$ cat src/rtl/sipo_shift_ctrl.sv
// Serial-capture controller with an embedded SIPO register and a valid/ready output handshake.
// A start request loads WIDTH serial bits, MSB first. The finished word is then held until the consumer accepts it.
module sipo_shift_ctrl #(
   parameter int WIDTH = 4,
   localparam int CW = (WIDTH > 1) ? $clog2(WIDTH) : 1
) (
   input  logic             clk,
   input  logic             rst,
   input  logic             start,
   input  logic             din,
   input  logic             dout_ready,
   output logic             shift_en,
   output logic             busy,
   output logic [CW-1:0]    bit_cnt,
   output logic [WIDTH-1:0] q,
   output logic             q_valid,
   output logic             overrun
);

   typedef enum logic [2:0] {
      ST_IDLE  = 3'b001,
      ST_SHIFT = 3'b010,
      ST_HOLD  = 3'b100
   } state_t;

   localparam logic [CW-1:0] LAST_BIT = CW'(WIDTH - 1);

   state_t state;

   // Sequencer, shift register and handshake flags
   always_ff @(posedge clk or posedge rst) begin
      if (rst) begin
         state   <= ST_IDLE;
         q       <= '0;
         bit_cnt <= '0;
         q_valid <= 1'b0;
         overrun <= 1'b0;
      end else begin
         case (state)
            ST_IDLE: begin
               if (start) begin
                  state   <= ST_SHIFT;
                  bit_cnt <= '0;
               end
            end
            ST_SHIFT: begin
               q <= {q[WIDTH-2:0], din};
               if (bit_cnt == LAST_BIT) begin
                  state   <= ST_HOLD;
                  q_valid <= 1'b1;
                  bit_cnt <= '0;
               end else begin
                  bit_cnt <= bit_cnt + CW'(1);
               end
            end
            ST_HOLD: begin
               // A transfer with start high goes straight to SHIFT, with no idle cycle between words
               if (q_valid && dout_ready) begin
                  q_valid <= 1'b0;
                  state   <= start ? ST_SHIFT : ST_IDLE;
               end else if (start) begin
                  overrun <= 1'b1;
               end
            end
            default: begin
               state   <= ST_IDLE;
               q_valid <= 1'b0;
               bit_cnt <= '0;
            end
         endcase
      end
   end

   // Moore decode of the state register
   always_comb begin
      shift_en = 1'b0;
      busy     = 1'b0;
      if (state == ST_SHIFT) begin
         shift_en = 1'b1;
      end else begin
         shift_en = 1'b0;
      end
      if (state != ST_IDLE) begin
         busy = 1'b1;
      end else begin
         busy = 1'b0;
      end
   end

endmodule

$ cat config.mk
export PLATFORM = sky130hd
export DESIGN_NAME = sipo_shift_ctrl
export DESIGN_NICKNAME = d
export VERILOG_FILES = /design/src/rtl/sipo_shift_ctrl.sv
export SDC_FILE = /design/constraint.sdc
export NUM_CORES = 1
export LEC_CHECK = 0
export ABC_AREA = 1
export CAP_MARGIN = 40
export CORE_AREA = 4 4 41 43
export CTS_CLUSTER_DIAMETER = 200
export DETAILED_ROUTE_END_ITERATION = 6
export DIE_AREA = 0 0 45 47
export PLACE_DENSITY = 0.66
export SYNTH_ARGS = -nofsm -noshare
export SYNTH_HDL_FRONTEND = slang
export SYNTH_SLANG_ARGS = --single-unit
export TNS_END_PERCENT = 10
$ cat constraint.sdc
create_clock -name clk -period 2.2 [get_ports clk]
set_input_delay 0.22 -clock clk [delete_from_list [all_inputs] [get_ports clk]]
set_output_delay 0.22 -clock clk [all_outputs]
set_load 0.01 [all_outputs]
==> results of run 1 <==
[synthesized netlist by cell type]
cell type  count
nand2_1       22
dfrtp_1       10
inv_1          9
nand3_1        5
nand4_1        3
inv_2          2
o21ai_0        2
o21ai_1        2
dfstp_2        1
ha_1           1
nand3_2        1
nor2_1         1
nor2_2         1
o21bai_1       1
[cells in the final DEF (no fill, tap or decap)]
cell / synthesis / final
inv_2: 2 / 2
dfstp_2: 1 / 1
nand4_1: 3 / 3
nand2_1: 22 / 22
nor2_2: 1 / 1
nand3_1: 5 / 5
dfrtp_1: 10 / 10
ha_1: 1 / 1
nor2_1: 1 / 1
clkdlybuf4s50_1: 0 / 14
inv_1: 9 / 9
clkbuf_1: 0 / 1
nand3_2: 1 / 1
clkbuf_4: 0 / 3
o21ai_0: 2 / 2
o21ai_1: 2 / 2
o21bai_1: 1 / 1
[power by group through the flow]
stage / clock (mW) / combinational [mW] / sequential (mW)
finish: 0.135 / 0.367 / 0.326
global route: 0.157 / 0.417 / 0.338
CTS: 0.141 / 0.373 / 0.328
detailed placement: 0 / 0.373 / 0.329
global placement: 0 / 0.369 / 0.327
floorplan: 0 / 0.182 / 0.341
[final cells by class]
class,count,area (um2)
Fill cell,135,612
Sequential cell,11,277
Multi-Input combinational cell,39,186
Timing Repair Buffer,14,140
Inverter,11,41.3
Clock buffer,4,26.3
Tap cell,15,18.8
[per-stage QoR]
stage	power (mW)	instances	util	setup WS [ns]	cell area [um2]
finish	0.828	94	0.530	0.362	689
global route	0.912	94	0.530	0.243	689
CTS	0.842	94	0.530	0.355	689
detailed placement	0.702	90	0.510	0.663	663
global placement	0.695	90	0.510	0.681	663
floorplan	0.523	61	-	1.12	504
[layer usage]
layer  wire length [um]  GRT usage
met5                  0          0
met4                 15     0.0526
met3                 71     0.0460
met2                459      0.175
met1                448      0.153
[sequential cells by signal, indices dropped and copies added (netlist names)]
register,count
q,4
bit_cnt,2
state,3
q_valid,1
overrun,1
[logic make-up (layout without fill, tap and decap cells)]
logic type | after synthesis | count (layout) | synth area share
DFF | 11 | 11 | 0.548
and+or+nand+nor | 33 | 33 | 0.290
buffers and inverters | 11 | 29 | 0.0819
AOI/OAI and AO/OA | 5 | 5 | 0.0546
adders and majority gates | 1 | 1 | 0.0248
[final timing paths]
check | startpoint | end | cells after the start
setup / recovery | state[2]$_DFFE_PP0P_ | shift_en | 4
hold / removal | rst | q[3]$_DFFE_PP0P_ | 2
setup reg to reg | bit_cnt[0]$_DFFE_PP0P_ | state[1]$_DFFE_PP0P_ | 5
hold reg to reg | overrun$_DFFE_PP0P_ | overrun$_DFFE_PP0P_ | 1
max in group asynchronous | rst | state[0]$_DFFE_PP1P_ | 2
min in group clk | overrun$_DFFE_PP0P_ | overrun$_DFFE_PP0P_ | 1
==> run metrics, run 1 <==
outcome=finished, final reports clean; P per Cell Area=1200 mW/mm2; post-CTS sizing=0; Reg clk slew, reported paths=0.07 ns; crit path time final=1.84 ns; number of global-route vias before repair=432; Worst EP arrival=1.62 ns; Die X=45 um; initial antenna violation count=0; worst path cell trace=inv_2 > nand3_2 > inv_2 > clkdlybuf4s50_1; Worst Hold Class=in -> async; final setup TNS=0 ns; largest net degree at the start of global routing=12; Net Sw Frac=0.369; ANT nets after route=0; cell taking the most area after synthesis=dfrtp_1; GRT Util Overall=0.118; nets=86; CTS tree=done; Net Count, Synth=67; main area contributors after synthesis=dfrtp_1 (50%), nand2_1 (16%), inv_1 (6.7%), dfstp_2 (5.2%), nand3_1 (5.0%); Die Area=0.00212 mm2; fmax=0.544 GHz; Final setup viols=0; Synth Area per Inst=8.27 um2; post-synth top area share=0.496; CP max stage cell=clkdlybuf4s50_1; area grow syn2layout=36.7%; Combinational Power Share=0.443; CP peak stage delay=0.54 ns; drc violations=0; IO Pins=15; Period Utilization, post-route=0.835; clk_skew=0.00291 ns; CP Launch Type=flop; max cap viols=0; worst slew pin tran=0.407 ns; number of H-tree levels=1; GPL Wtd Cong=0.781; Via Count=454; critical path type=reg -> out; die height=47 um; Crit path max-delay family=buffers and inverters; relative slew slack=0.729; Initial Utilization=0.388; clock network power share=0.163; ant diodes=0; leakage=0.374 nW; final wirelength=994 um; Clock Sinks=11; standard-cell rows=13; r2r setup slk=1.05 ns; WHS=0.232 ns; IO Port Bufs=14; P_sw=305 uW; Max VDD drop=0.467 mV; DRT Pass-1 Iters=4; Final Hold Vio Count=0; crit-path max FO=7; flops & latches, synth=11; clk buf depth=2; Num CTS Buffers=3; Top cell by count, worst path=inv_2; CP endpoint kind=output pin; Setup Buffers After CTS=0; Int Power=523 uW; CTS root buf=clkbuf_4; CP Data Required Time=1.98 ns; share of power burned in registers=0.394; share of cells above drive strength 1=0.101; Buf/Inv on CP=3; final slew viol count=0; unrepaired setup endpoints after global routing=false; Synth Cell Area=504 um2; hpwl dp=789 um; cells after synthesis=61; Clk Latency, worst-skew pair=0.27 ns; DR WL/cell=10.6 um; Vias/cell=4.83; library cells used by synthesis=14; post-synthesis sequential area ratio=0.548; hold buffers post-CTS=0; first-pass GRT wire length=1750 um; synth warn=0; Congestion Overflow GR=0; core box area=0.00130 mm2; initial drt markers=4
(Power assumes the default switching activity.)
==> run 2: changes to the inputs <==
PLACE_DENSITY = 0.69   (was 0.66)
clock period = 1.45 ns   (was 2.2 ns; I/O delays follow)
==> run 2 against run 1 <==
Against the previous run:
- clock power is 48% higher
- critical path depth stayed put
- routed wire length is 2.9% lower
- sequential power is 50% higher
- sequential cell count stayed put
- die area stayed put
==> run metrics, run 2 (synthesis gave the netlist of run 1 again) <==
hold buffers post-CTS=0; crit path time final=1.41 ns; Placed Area=686 um2; Reg clk slew, reported paths=0.07 ns; Largest register FFs=4; share of cells above drive strength 1=0.157; number of global-route vias before repair=441; CTS root buf=clkbuf_4; Period Utilization, post-route=0.971; CP Data Required Time=1.31 ns; GPL Wtd Cong=0.749; final slew viol count=0; Net Sw Frac=0.359; initial drt markers=3; ANT nets after route=0; DRT Pass-1 Iters=4; Clk Latency, worst-skew pair=0.26 ns; Setup crit start=state[0]$_DFFE_PP1P_; worst slew pin tran=0.407 ns; Initial Utilization=0.388; CP Launch Type=flop; Final setup viols=0; CP max stage cell=dfstp_2; biggest regs=q: 4 flops, state: 3 flops, bit_cnt: 2 flops; clock network power share=0.156; IO Port Bufs=14; Worst EP arrival=1.26 ns; clk_skew=0.00346 ns; relative slew slack=0.729; CP endpoint kind=output pin; P per Cell Area=1790 mW/mm2; Num CTS Buffers=3; ant diodes=0; Buf/Inv on CP=3; commonest cells after routing, fill and taps aside=nand2_1 (22), clkdlybuf4s50_1 (12), dfrtp_1 (10), inv_1 (9), nand3_1 (5); Combinational Power Share=0.462; critical path type=reg -> out; largest register by flop count=q; Die X=45 um; Int Power=820 uW; Via Count=447; outcome=finished, final reports clean; P_sw=459 uW; area grow syn2layout=41.4%; largest net degree at the start of global routing=12; DR WL/cell=9.85 um; crit-path max FO=4; Crit path max-delay family=flip-flops; fmax=0.710 GHz; share of power burned in registers=0.381; commonest non-fill, non-tap cell in the layout=nand2_1; Worst R2R Start=state[0]$_DFFE_PP1P_; unrepaired setup endpoints after global routing=true; first-pass GRT wire length=1740 um; die height=47 um; hpwl dp=764 um; setup ws final=0.0425 ns; Die Area=0.00212 mm2; dpl cells=93; Max VDD drop=0.844 mV; worst path cell trace=inv_1 > nand3_2 > inv_2 > dlygate4sd2_1; core box area=0.00130 mm2; post-place setup slack=0.0652 ns; Vias/cell=4.56; WHS=0.174 ns; Finished Layout Cells=98; standard-cell rows=13; Clock Sinks=11; Worst Hold Class=in -> async; Congestion Overflow GR=0; nets=90; IO Pins=15; Final Hold Vio Count=0; initial antenna violation count=0; fin area=713 um2; drc violations=0; final wirelength=965 um; max cap viols=0; GRT Util Overall=0.113; number of H-tree levels=1; clk buf depth=2; CTS tree=done; CP peak stage delay=0.53 ns; leakage=0.396 nW
==> run 2: area by class of cell <==
class | count | area [um2]
Sequential cell | 11 | 277
Multi-Input combinational cell | 39 | 186
Timing Repair Buffer | 18 | 164
Inverter | 11 | 41.3
Tap cell | 15 | 18.8
Clock buffer | 4 | 26.3
Fill cell | 127 | 588
==> run 2: metrics by stage <==
stage	utilization	total power [mW]	setup TNS (ns)
final	0.548	1.28	0
after CTS	0.551	1.30	-0.0298
after global placement	0.527	1.10	0
after global routing	0.548	1.40	-0.0172
after floorplan	-	0.793	0
after detailed placement	0.527	1.11	0
==> run 2: routing by layer <==
layer  up-vias  part of all wire  track usage
met1       202              0.50        0.137
li1        234                 -            -
met5         -                 0            0
met3         0             0.053       0.0268
met2        11              0.45        0.189
met4         0                 0       0.0526
==> run 2: power by group through the flow <==
stage	Clock [mW]	Combinational [mW]	Sequential, mW
3_3_place_gp	0	0.612	0.492
4_1_cts	0.211	0.604	0.488
2_1_floorplan	0	0.277	0.517
5_1_grt	0.221	0.669	0.508
3_5_place_dp	0	0.620	0.491
6_report	0.200	0.591	0.488
==> run 2: repair_timing <==
action / 4_1_cts / 5_1_grt
setup endpoints to repair: 2 / 2
gates resized for setup: 2 / 2
setup buffers: 1 / 0
pin swaps: 0 / 1
==> run 2: worst reg2reg max path, cell delays in order (launching register included) <==
cell and delay (ns):
dfstp_2 0.53, inv_1 0.08, nor2_2 0.13, nand2_1 0.07, buf_4 0.14, nand2_1 0.06
nand4_1 0.07, nand2_1 0.06
==> run 2: final timing paths <==
check	end	slack (ns)	depth (start not counted)
max	shift_en	0.04	4
max reg2reg	state[1]$_DFFE_PP0P_	0.25	7
min	q[3]$_DFFE_PP0P_	0.17	2
min reg2reg	q[3]$_DFFE_PP0P_	0.49	2
min in group clk	q[0]$_DFFE_PP0P_	0.43	3
max in group asynchronous	state[0]$_DFFE_PP1P_	0.95	2
